$ cat src/rtl/ex_core_adder4.sv
// Parameterised adder with a combinational sum and a registered result stage carrying flags.
// Optional subtract mode: define EX_CORE_ADDER_SUB_EN to add the sub_op port.
module ex_core_adder4 #(
    parameter int unsigned WIDTH = 4
) (
    input  logic             Clk,
    input  logic             RstN,
    input  logic [WIDTH-1:0] a,
    input  logic [WIDTH-1:0] b,
`ifdef EX_CORE_ADDER_SUB_EN
    input  logic             sub_op,
`endif
    input  logic             in_valid,
    output logic [WIDTH-1:0] sum,
    output logic [WIDTH-1:0] sum_q,
    output logic             carry_q,
    output logic             ovf_q,
    output logic             zero_q,
    output logic             out_valid
);

    logic [WIDTH-1:0] b_eff;
    logic             carry_in;
    logic [WIDTH:0]   result;
    logic             carry;
    logic             ovf;
    logic             zero;

`ifdef EX_CORE_ADDER_SUB_EN
    // Subtraction as a + ~b + 1; carry-out then reads as no-borrow.
    assign b_eff    = sub_op ? ~b : b;
    assign carry_in = sub_op;
`else
    assign b_eff    = b;
    assign carry_in = 1'b0;
`endif

    assign result = {1'b0, a} + {1'b0, b_eff} + {{WIDTH{1'b0}}, carry_in};
    assign sum    = result[WIDTH-1:0];
    assign carry  = result[WIDTH];
    // Using b_eff makes one rule cover both the add and the subtract overflow cases.
    assign ovf    = (a[WIDTH-1] == b_eff[WIDTH-1]) && (result[WIDTH-1] != a[WIDTH-1]);
    assign zero   = (result[WIDTH-1:0] == '0);

    always_ff @(posedge Clk or negedge RstN) begin
        if (!RstN) begin
            sum_q     <= '0;
            carry_q   <= 1'b0;
            ovf_q     <= 1'b0;
            zero_q    <= 1'b0;
            out_valid <= 1'b0;
        end else begin
            out_valid <= in_valid;
            if (in_valid) begin
                sum_q   <= sum;
                carry_q <= carry;
                ovf_q   <= ovf;
                zero_q  <= zero;
            end
        end
    end

endmodule

$ cat config.mk
export PLATFORM = sky130hd
export DESIGN_NAME = ex_core_adder4
export DESIGN_NICKNAME = d
export VERILOG_FILES = /design/src/rtl/ex_core_adder4.sv
export SDC_FILE = /design/constraint.sdc
export NUM_CORES = 1
export LEC_CHECK = 0
export CAP_MARGIN = 15
export CORE_AREA = 4 4 41 43
export CTS_CLUSTER_SIZE = 25
export DETAILED_ROUTE_END_ITERATION = 8
export DIE_AREA = 0 0 45 47
export PLACE_DENSITY = 0.82
export SLEW_MARGIN = 20
export SYNTH_ARGS = -nofsm -noshare
export SYNTH_HDL_FRONTEND = slang
export SYNTH_SLANG_ARGS = --single-unit
$ cat constraint.sdc
create_clock -name Clk -period 1.75 [get_ports Clk]
set_clock_uncertainty 0.1 [all_clocks]
set_input_delay 0.2625 -clock Clk [delete_from_list [all_inputs] [get_ports Clk]]
set_output_delay 0.2625 -clock Clk [all_outputs]
set_load 0.02 [all_outputs]
* Word-level counts from Yosys, hierarchy flattened
Cells that the tools add are included.
** Storage, ports and cells
- Register bits :: 8
- Bits of input ports :: 11
- Output and inout port bits :: 12
- Word-level logic and storage cells :: 10
** Operators by class
- Add/sub/neg operators :: 1
- Eq/ne operators :: 2
- Reduce and logical (&&, ||, !) cells :: 2
** Operator list (number)
- $add 4x4->5 :: 1
- $logic_not 4->1 :: 1
- $eq 1x1->1 :: 1
- $logic_and 1x1->1 :: 1
- $ne 1x1->1 :: 1

* Longest topological paths before layout
Gate-level depths: netlist of run 1.
- Depth after elaboration :: 3
- Depth in mapped cells :: 5
- Mapped depth without buffers :: 5

* Least setup slack after synthesis of run 1
No wires, ideal clock.
- Kind :: input to register
- From :: input a[0]
- To :: register zero_q
- Setup time :: 126 ps
- Arrival :: 1487 ps
- Data required time :: 1524 ps
- Slack :: 37 ps
- Cell stages on the path :: 5
- Buffers on the path :: 0
- Path through :: ha_1 fa_1 nor2_1 and3_1 a221o_1
** On the way
- Cells in the longest elaborated chain, start to end :: 2
** Ends and longest elaborated chain
- start, declared :: line 8 : input logic [WIDTH-1:0] a,
- $add 4x4->5 :: line 38 : assign result = {1'b0, a} + {1'b0, b_eff} + {{WIDTH{1'b0}}, carry_in};
- named net result[1] :: line 24 : logic [WIDTH:0] result;
- $logic_not 4->1 :: line 43 : assign zero = (result[WIDTH-1:0] == '0);
- end signal, assigned :: line 58 : zero_q <= zero;
- end, declared :: line 18 : output logic zero_q,
The timed path passes the listed nets, and every way through them passes these cells.
A chain may end at the register's enable or synchronous reset.

* Worst setup path after layout of run 1
- From :: input b[2]
- To :: output sum[3]
** On the way
- Cells in the longest elaborated chain, start to end :: 1
** Ends and longest elaborated chain
- start, declared :: line 9 : input logic [WIDTH-1:0] b,
- $add 4x4->5 :: line 38
- end, declared :: line 14 : output logic [WIDTH-1:0] sum,
No other way between the ends.

==> key figures, run 1 <==
Job
  – Max-Cap Viols: 0

Status
  – Status: finished clean

Cells and area
  – # diodes: 0
  – Area Growth Syn to Fin: 71.36%
  – Final cell count without fillers: 91
  – Post-layout util: 0.6442
  – Commonest non-fill, non-tap cell in the layout: clkdlybuf4s50_1
  – Fill cells: 120
  – Most frequent cells in the layout: clkdlybuf4s50_1, buf_4, dfrtp_1
  – # nets final: 94
  – Layout cells sized above 1: 0.4211
  – Final instance area: 838.3 µm²

Clock network
  – Worst-skew pair later-pin latency: 250 ps
  – Clock H-tree levels: 1
  – Cell at the root of the clock tree: clkbuf_4
  – CTS Buf Count: 3
  – CTS Sinks: 8
  – Clock slew at reported path FFs: 50 ps
  – Hold Buf Count CTS: 0
  – Clock tree buffer depth: 2
  – CTS tree: yes

Global route
  – Global-route wire length before repair: 2187 µm
  – Largest net degree at the start of global routing: 9
  – Remaining Overflow, GRT: 0
  – Antenna violations before repair: 0
  – Vias in the first global route: 528
  – GRT Total Usage: 0.1488

Power
  – Internal power: 0.4515 mW
  – Sw frac: 0.3181
  – Sw Pwr: 0.2106 mW
  – Sequential share of power: 0.338
  – Worst vdd ir: 0.4698 mV
  – Combinational share of power: 0.454
  – PwrDens: 789.8 nW/µm²
  – Clock share of power: 0.208
  – LEAKAGE: 0.3980 nW
  – Total design power: 0.6621 mW

Setup path
  – Reg2reg setup slack: 780 ps
  – CP startpoint kind: primary input
  – CP arrival: 1360 ps
  – Crit Reg-Reg Startpoint: zero_q
  – Critical Path End Type: output pin
  – Required time of the critical path: 1390 ps
  – Worst Path Max Fanout: 3
  – R2r endpoint: zero_q
  – WS Path Type: in2out
  – Launch point of the worst path: b[2]
  – CP endpoint: sum[3]
  – Depth of the worst register-to-register path: 1

STA
  – Period minus WS final: 1726 ps
  – Slew headroom: 0.7795
  – Setup violations, final: 0
  – Worst-margin pin slew: 329.8 ps
  – Max Slew Vio Count: 0
  – Fin crit share: 0.9864
  – Worst hold slack: 176.0 ps
  – Fin. Hold Viols: 0
  – Maximum clock frequency: 579.3 MHz

Drt
  – Final WL: 1298 µm
  – Antenna Nets Post-Route: 0
  – Iter 0 DRT Violations: 1
  – DR pass1 iterations: 2
  – Vias: 451
  – Via density: 4.956
  – Wire length per cell: 14.26 µm
  – Residual DRC: 0

Synth
  – Post-synthesis area per instance: 11.12 µm²
  – Ranking of synthesized cells by area: dfrtp_1, ha_1, buf_4
  – Mapped cell area: 489.2 µm²
  – Synth unique cells: 22
  – Yosys top cell area share: 0.4092
  – #FFs+latches synth: 8
  – Yosys top cell by area: dfrtp_1
  – Syn Inst Count: 44
  – Syn nets: 60
  – Ys Warns: 0
  – Seq/Total Area, Yosys: 0.4092

Placed design
  – DP HPWL: 1020 µm
  – RePlAce Congestion: 0.7467
  – Placed instance area: 768.2 µm²
  – Port-buffer cells: 22
  – Cells after DPL: 86

Die
  – Die Area: 2115 µm²
  – Die Y: 47 µm
  – Row Count: 13
  – Ports: 23
  – Starting Density: 0.3760
  – Core area: 1301 µm²
  – Die X: 45 µm

Min path
  – Worst hold path type: in2async
[logic make-up (layout without fill, tap and decap cells)]
| group | after synthesis | after routing | synth area share |
|---|---|---|---|
| compound gates | 11 | 11 | 0.1739 |
| xor+xnor | 2 | 2 | 0.03581 |
| fa+ha+maj | 5 | 5 | 0.1432 |
| buf+inv | 7 | 39 | 0.08695 |
| flops | 8 | 8 | 0.4092 |
| mux | 2 | 2 | 0.04603 |
| simple gates | 9 | 9 | 0.1049 |
[power by group through the flow]
stage | combinational, mW | sequential [mW] | clock [mW]
after floorplan | 0.115 | 0.257 | 0
after global placement | 0.276 | 0.226 | 0
after detailed placement | 0.281 | 0.226 | 0
after CTS | 0.296 | 0.224 | 0.146
after global routing | 0.324 | 0.227 | 0.165
final | 0.301 | 0.224 | 0.137
[final cells by class]
class                           count  area (µm²)  area share
Sequential cell                     8       200.2      0.2388
Timing Repair Buffer               34       290.3      0.3463
Tap cell                           15       18.77     0.02239
Inverter                            2       7.507    0.008955
Clock buffer                        3       22.52     0.02687
Multi-Input combinational cell     29       299.0      0.3567
[Yosys cell counts]
| cell type | n |
|---|---|
| dfrtp_1 | 8 |
| and3_4 | 1 |
| nor2_1 | 4 |
| a32o_1 | 1 |
| and2_1 | 1 |
| a221o_1 | 2 |
| inv_1 | 2 |
| buf_4 | 4 |
| nor2b_1 | 1 |
| a21o_1 | 1 |
| ha_1 | 4 |
| o21a_1 | 1 |
| fa_1 | 1 |
| xnor2_1 | 2 |
| buf_2 | 1 |
| a21oi_1 | 3 |
| a21o_2 | 1 |
| or3_1 | 1 |
| o21ai_0 | 1 |
| and3_1 | 1 |
| mux2_2 | 2 |
| o2111a_1 | 1 |
[repair_timing]
item,in CTS,in global routing
setup buffers,2,0
resized for setup,31,7
pin swaps,10,5
setup endpoints to repair,8,4
[sequential cells by signal, indices dropped and copies added, names as in the netlist]
| name | count |
|---|---|
| carry_q | 1 |
| out_valid | 1 |
| ovf_q | 1 |
| sum_q | 4 |
| zero_q | 1 |
[worst min-delay path by stage]
stage                     cells after the start        to      from
final                                         1    zero_q      RstN
after global routing                          1  sum_q[0]      RstN
after CTS                                     1    zero_q      RstN
after detailed placement                      1  sum_q[1]  sum_q[1]
after global placement                        1     ovf_q     ovf_q
after floorplan                               0   carry_q      RstN
[worst max-delay path, stage by stage]
cell and delay [ps]:
dlygate4sd2_1 260, ha_4 250, and3_4 180, nor2_4 140
xnor2_2 120, buf_4 160
[per-layer routing]
layer	track usage	part of all wire	vias up
li1	-	-	219
met3	0.03448	0.059	6
met2	0.2345	0.48	21
met4	0.1287	0.052	0
met1	0.1698	0.41	205
met5	0	0	-
[metrics by stage]
| stage | setup WS, ps | setup TNS (ps) |
|---|---|---|
| 2_1_floorplan | 36.76 | 0 |
| 3_3_place_gp | -705.2 | -3938 |
| 3_5_place_dp | -748.5 | -4292 |
| 4_1_cts | 7.871 | 0 |
| 5_1_grt | -17.68 | -17.68 |
| 6_report | 23.78 | 0 |
(Power assumes the default switching activity.)
==> inputs of run 2 (changes only) <==
Settings changed: CAP_MARGIN 15 to default, REMOVE_ABC_BUFFERS from default to 1.
==> key figures, run 2 (synthesis gave the netlist of run 1 again) <==
Clock network
  – Clock slew at reported path FFs: 60 ps (was 50 ps)
  – Cell at the root of the clock tree: clkbuf_4 (unchanged)
  – Clock tree buffer depth: 2 (unchanged)
  – Worst-skew pair later-pin latency: 260 ps (was 250 ps)
  – Hold Buf Count CTS: 0 (unchanged)
  – CTS Buf Count: 3 (unchanged)
  – CTS Sinks: 8 (unchanged)
  – CTS tree: yes (unchanged)
  – Clock H-tree levels: 1 (unchanged)

Setup path
  – WS Path Type: in2out (unchanged)
  – Required time of the critical path: 1390 ps (about the same)
  – CP startpoint kind: primary input (unchanged)
  – Launch point of the worst path: b[3] (was b[2])
  – Crit path largest cell delay: 420 ps (was 260 ps)
  – Critical path's slowest cell: clkdlybuf4s50_1 (was dlygate4sd2_1)
  – CP arrival: 1350 ps (was 1360 ps)
  – Worst Path Max Fanout: 2 (was 3)
  – Crit Reg-Reg Startpoint: zero_q (unchanged)
  – Critical Path End Type: output pin (unchanged)
  – Crit-path cells: clkdlybuf4s50_1 > ha_1 > xnor2_1 > buf_4 (was dlygate4sd2_1 > ha_4 > and3_4 > nor2_4 > xnor2_2 > buf_4)
  – Reg2reg setup slack: 810 ps (was 780 ps)

Drt
  – Vias: 464 (was 451)
  – Antenna Nets Post-Route: 0 (unchanged)
  – Wire length per cell: 16.20 µm (was 14.26 µm)
  – Final WL: 1490 µm (was 1298 µm)
  – DR pass1 iterations: 3 (was 2)
  – Via density: 5.043 (was 4.956)
  – Iter 0 DRT Violations: 3 (was 1)
  – Residual DRC: 0 (unchanged)

Die
  – Die X: 45 µm (unchanged)
  – Row Count: 13 (unchanged)
  – Ports: 23 (unchanged)
  – Core area: 1301 µm² (unchanged)
  – Die Area: 2115 µm² (unchanged)
  – Starting Density: 0.3760 (unchanged)
  – Die Y: 47 µm (unchanged)

STA
  – Setup violations, final: 0 (unchanged)
  – Max Slew Vio Count: 0 (unchanged)
  – Fin. Hold Viols: 0 (unchanged)
  – Worst hold slack: 171.8 ps (was 176.0 ps)
  – Fin crit share: 0.9789 (was 0.9864)
  – Maximum clock frequency: 583.7 MHz (was 579.3 MHz)
  – Worst-margin pin slew: 360.5 ps (was 329.8 ps)
  – Slew headroom: 0.7589 (was 0.7795)
  – Period minus WS final: 1713 ps (was 1726 ps)

Cells and area
  – Post-layout util: 0.6471 (was 0.6442)
  – Area Growth Syn to Fin: 72.12% (was 71.36%)
  – Commonest non-fill, non-tap cell in the layout: buf_4 (was clkdlybuf4s50_1)
  – Final cell count without fillers: 92 (was 91)
  – Fill cells: 116 (was 120)
  – # diodes: 0 (unchanged)
  – Most frequent cells in the layout: buf_4, clkdlybuf4s50_1, dfrtp_1 (was clkdlybuf4s50_1, buf_4, dfrtp_1)
  – Most flop-heavy register: sum_q (unchanged)
  – Layout cells sized above 1: 0.4416 (was 0.4211)
  – # nets final: 95 (was 94)
  – Max FFs per register: 4 (unchanged)
  – Final instance area: 842.1 µm² (was 838.3 µm²)

Global route
  – Antenna violations before repair: 0 (unchanged)
  – Global-route wire length before repair: 2366 µm (was 2187 µm)
  – Remaining Overflow, GRT: 0 (unchanged)
  – Met3 Use GR: 0.07663 (was 0.03448)
  – Met1 usage in global routing: 0.1690 (was 0.1698)
  – GRT Total Usage: 0.1645 (was 0.1488)
  – Largest net degree at the start of global routing: 9 (unchanged)
  – Vias in the first global route: 539 (was 528)
  – M2 GR Usage: 0.2910 (was 0.2345)
  – Grt peak-use layer: met2 (unchanged)

Placed design
  – Port-buffer cells: 22 (unchanged)
  – RePlAce Congestion: 0.7262 (was 0.7467)
  – DP HPWL: 1074 µm (was 1020 µm)
  – Cells after DPL: 87 (was 86)
  – Placed instance area: 775.7 µm² (was 768.2 µm²)

Power
  – PwrDens: 805.2 nW/µm² (was 789.8 nW/µm²)
  – LEAKAGE: 0.3977 nW (was 0.3980 nW)
  – Worst vdd ir: 0.4035 mV (was 0.4698 mV)

Job
  – Max-Cap Viols: 0 (unchanged)

Status
  – Status: finished clean (unchanged)

Min path
  – Worst hold path type: in2async (unchanged)
[run 2: cell types whose count changed in the layout (fill, tap and decap cells not counted), sizes merged]
cell         previous run  this run
buf                    15        18
dlygate4sd2             2         0
[run 2: final cells by class]
type,instances,area [µm²],share of cell area
Clock buffer,3,22.52,0.02675
Inverter,2,7.507,0.008915
Timing Repair Buffer,35,299.0,0.3551
Multi-Input combinational cell,29,294.0,0.3492
Sequential cell,8,200.2,0.2377
Tap cell,15,18.77,0.02229
[run 2: final timing paths]
kind | end | cells after the start
setup / recovery | sum[3] | 4
hold / removal | zero_q | 1
setup reg to reg | zero_q | 1
hold reg to reg | ovf_q | 1
max in group asynchronous | sum_q[1] | 1
min in group Clk | sum_q[0] | 4
[run 2: metrics by stage]
stage	setup TNS (ps)	setup slack, ps	power (mW)
after global routing	-0.1477	-0.1477	0.7192
final	0	36.91	0.6780
after global placement	-4077	-758.7	0.5023
after floorplan	-126.3	-126.3	0.3501
after CTS	0	7.476	0.6800
after detailed placement	-4439	-795.3	0.5083
[run 2: routing by layer]
metal	part of all wire	vias up
met1	0.40	222
li1	-	219
met5	0	-
met2	0.53	19
met3	0.044	4
met4	0.028	0
[run 2: power by group]
group / leakage [nW] / internal, mW / switching (mW)
clock: 0.0138 / 0.0790 / 0.0707
sequential: 0.0966 / 0.210 / 0.0125
combinational: 0.287 / 0.165 / 0.141
[run 2: repair_timing]
action	CTS	global route
buffers inserted	3	0
pin swaps	9	10
endpoints found under the setup margin	7	3
gates resized for setup	35	12
cloned	0	0
[run 2: worst max-delay path: cells and delay by family]
kind	cells	cell delay, ps
buf+inv	2	580
xor+xnor	1	170
fa+ha+maj	1	340
==> inputs of run 3 (changes only) <==
Settings changed: SETUP_SLACK_MARGIN from default to 0.3.
==> key figures, run 3 (synthesis gave the netlist of run 1 again) <==
Setup path
  – Required time of the critical path: 1800 ps (was 1390 ps)
  – Crit path max-delay family: adder cells (was buffers and inverters)
  – Reg2reg setup slack: 810 ps (about the same)
  – Crit-path cells: buf_6 > ha_4 > fa_2 > xnor2_2 > buf_4 > buf_6 > and3_4 > a221o_1 (was clkdlybuf4s50_1 > ha_1 > xnor2_1 > buf_4)
  – Crit-path most repeated cell: buf_6
  – R2r endpoint: sum_q[3] (was zero_q)
  – CP startpoint kind: primary input (unchanged)
  – Critical Path End Type: flip-flop (was output pin)
  – Worst Path Max Fanout: 3 (was 2)
  – CP arrival: 1710 ps (was 1350 ps)
  – WS Path Type: in2reg (was in2out)
  – Crit path largest cell delay: 370 ps (was 420 ps)
  – Crit Reg-Reg Startpoint: sum_q[3] (was zero_q)
  – Depth of the worst register-to-register path: 1 (unchanged)
  – Buf/Inv on CP: 3 (was 2)
  – Critical path's slowest cell: fa_2 (was clkdlybuf4s50_1)

Global route
  – Global-route wire length before repair: 2553 µm (was 2366 µm)
  – Largest net degree at the start of global routing: 9 (unchanged)
  – GRT Total Usage: 0.1789 (was 0.1645)
  – Antenna violations before repair: 0 (unchanged)
  – Remaining Overflow, GRT: 0 (unchanged)
  – Vias in the first global route: 571 (was 539)

STA
  – Slew headroom: 0.7582 (was 0.7589)
  – Maximum clock frequency: 603.8 MHz (was 583.7 MHz)
  – Setup violations, final: 0 (unchanged)
  – Fin crit share: 0.9463 (was 0.9789)
  – RSZ-0062 raised after global routing: true
  – Period minus WS final: 1656 ps (was 1713 ps)
  – Worst-margin pin slew: 361.5 ps (was 360.5 ps)
  – Worst hold slack: 171.7 ps (was 171.8 ps)
  – Max Slew Vio Count: 0 (unchanged)
  – Fin. Hold Viols: 0 (unchanged)
  – Final setup TNS: 0 ps (unchanged)
  – Final WS setup: 93.95 ps (was 36.91 ps)

Cells and area
  – Most frequent cells in the layout: buf_4, dlygate4sd2_1, buf_6, dfrtp_1, ha_4 (was buf_4, clkdlybuf4s50_1, dfrtp_1)
  – Area Growth Syn to Fin: 88.75% (was 72.12%)
  – # nets final: 100 (was 95)
  – # diodes: 0 (unchanged)
  – Area of the multi-input gates: 322.8 µm² (was 294.0 µm²)
  – Final instance area: 923.4 µm² (was 842.1 µm²)
  – Most flop-heavy register: sum_q (unchanged)
  – Commonest non-fill, non-tap cell in the layout: buf_4 (unchanged)
  – Sequential cell area: 200.2 µm² (unchanged)
  – Final cell count without fillers: 97 (was 92)
  – Layout cells sized above 1: 0.5244 (was 0.4416)
  – Post-layout util: 0.7096 (was 0.6471)
  – Fill cells: 108 (was 116)
  – Max FFs per register: 4 (unchanged)

Drt
  – Vias: 478 (was 464)
  – Via density: 4.928 (was 5.043)
  – Iter 0 DRT Violations: 6 (was 3)
  – Residual DRC: 0 (unchanged)
  – Antenna Nets Post-Route: 0 (unchanged)
  – Final WL: 1635 µm (was 1490 µm)
  – DR pass1 iterations: 4 (was 3)
  – Wire length per cell: 16.86 µm (was 16.20 µm)

Clock network
  – Cell at the root of the clock tree: clkbuf_4 (unchanged)
  – CTS Sinks: 8 (unchanged)
  – Worst-skew pair later-pin latency: 260 ps (about the same)
  – CTS tree: yes (unchanged)
  – Clock slew at reported path FFs: 70 ps (was 60 ps)
  – Clock H-tree levels: 1 (unchanged)
  – CTS Buf Count: 3 (unchanged)
  – Hold Buf Count CTS: 0 (unchanged)
  – Clock tree buffer depth: 2 (unchanged)

Die
  – Die X: 45 µm (unchanged)
  – Core area: 1301 µm² (unchanged)
  – Row Count: 13 (unchanged)
  – Die Y: 47 µm (unchanged)
  – Die Area: 2115 µm² (unchanged)
  – Ports: 23 (unchanged)
  – Starting Density: 0.3760 (unchanged)

Placed design
  – DP HPWL: 1074 µm (unchanged)
  – Placed instance area: 775.7 µm² (unchanged)
  – RePlAce Congestion: 0.7262 (unchanged)
  – Port-buffer cells: 22 (unchanged)
  – Pre-CTS setup slack: -795.3 ps (unchanged)
  – Cells after DPL: 87 (unchanged)

Power
  – PwrDens: 751.6 nW/µm² (was 805.2 nW/µm²)
  – Total design power: 0.6941 mW (was 0.6780 mW)
  – Worst vdd ir: 0.3781 mV (was 0.4035 mV)
  – LEAKAGE: 0.4589 nW (was 0.3977 nW)

Status
  – Status: finished clean (unchanged)

Min path
  – Worst hold path type: in2async (unchanged)

Job
  – Max-Cap Viols: 0 (unchanged)
==> run 3: changes by cell type in the layout (fill, tap and decap cells not counted), moves of 2 or more <==
cell             before  now
clkdlybuf4s50_1      13    2
dlygate4sd2_1         0   10
buf_6                 3    9
clkbuf_2              3    0
buf_4                14   16
ha_1                  2    0
ha_4                  2    4
==> run 3: layer usage <==
layer / up-vias / track usage / part of all wire
met5: - / 0 / 0
met4: 0 / 0.05263 / 0
met3: 0 / 0.07280 / 0.049
met2: 17 / 0.3390 / 0.58
met1: 232 / 0.1784 / 0.37
li1: 229 / - / -
==> run 3: cell type report <==
class / instances / area share
Multi-Input combinational cell: 29 / 0.3496
Tap cell: 15 / 0.02033
Timing Repair Buffer: 40 / 0.3808
Inverter: 2 / 0.008130
Sequential cell: 8 / 0.2168
Clock buffer: 3 / 0.02439
==> run 3: worst max-delay path by stage <==
stage	from	endpoint	slack [ps]	cells past startpoint
5_1_grt	b[0]	zero_q	60	8
2_1_floorplan	a[0]	zero_q	-130	5
4_1_cts	b[0]	zero_q	90	8
3_3_place_gp	a[0]	sum[2]	-760	6
6_report	b[0]	zero_q	90	8
3_5_place_dp	a[1]	sum[3]	-800	6
==> run 3: repair_timing <==
| item | in CTS | in global routing |
|---|---|---|
| setup endpoints to repair | 18 | 7 |
| resized for setup | 70 | 2 |
| endpoints found under the hold margin | 0 | 0 |
| pin swaps | 14 | 5 |
| buffers inserted | 5 | 2 |
==> run 3: report_power, final <==
group          internal [mW]  total, mW  leakage, nW  switching (mW)
combinational          0.171      0.322        0.349           0.150
sequential             0.210      0.222       0.0966          0.0121
clock                 0.0790      0.151       0.0138          0.0715
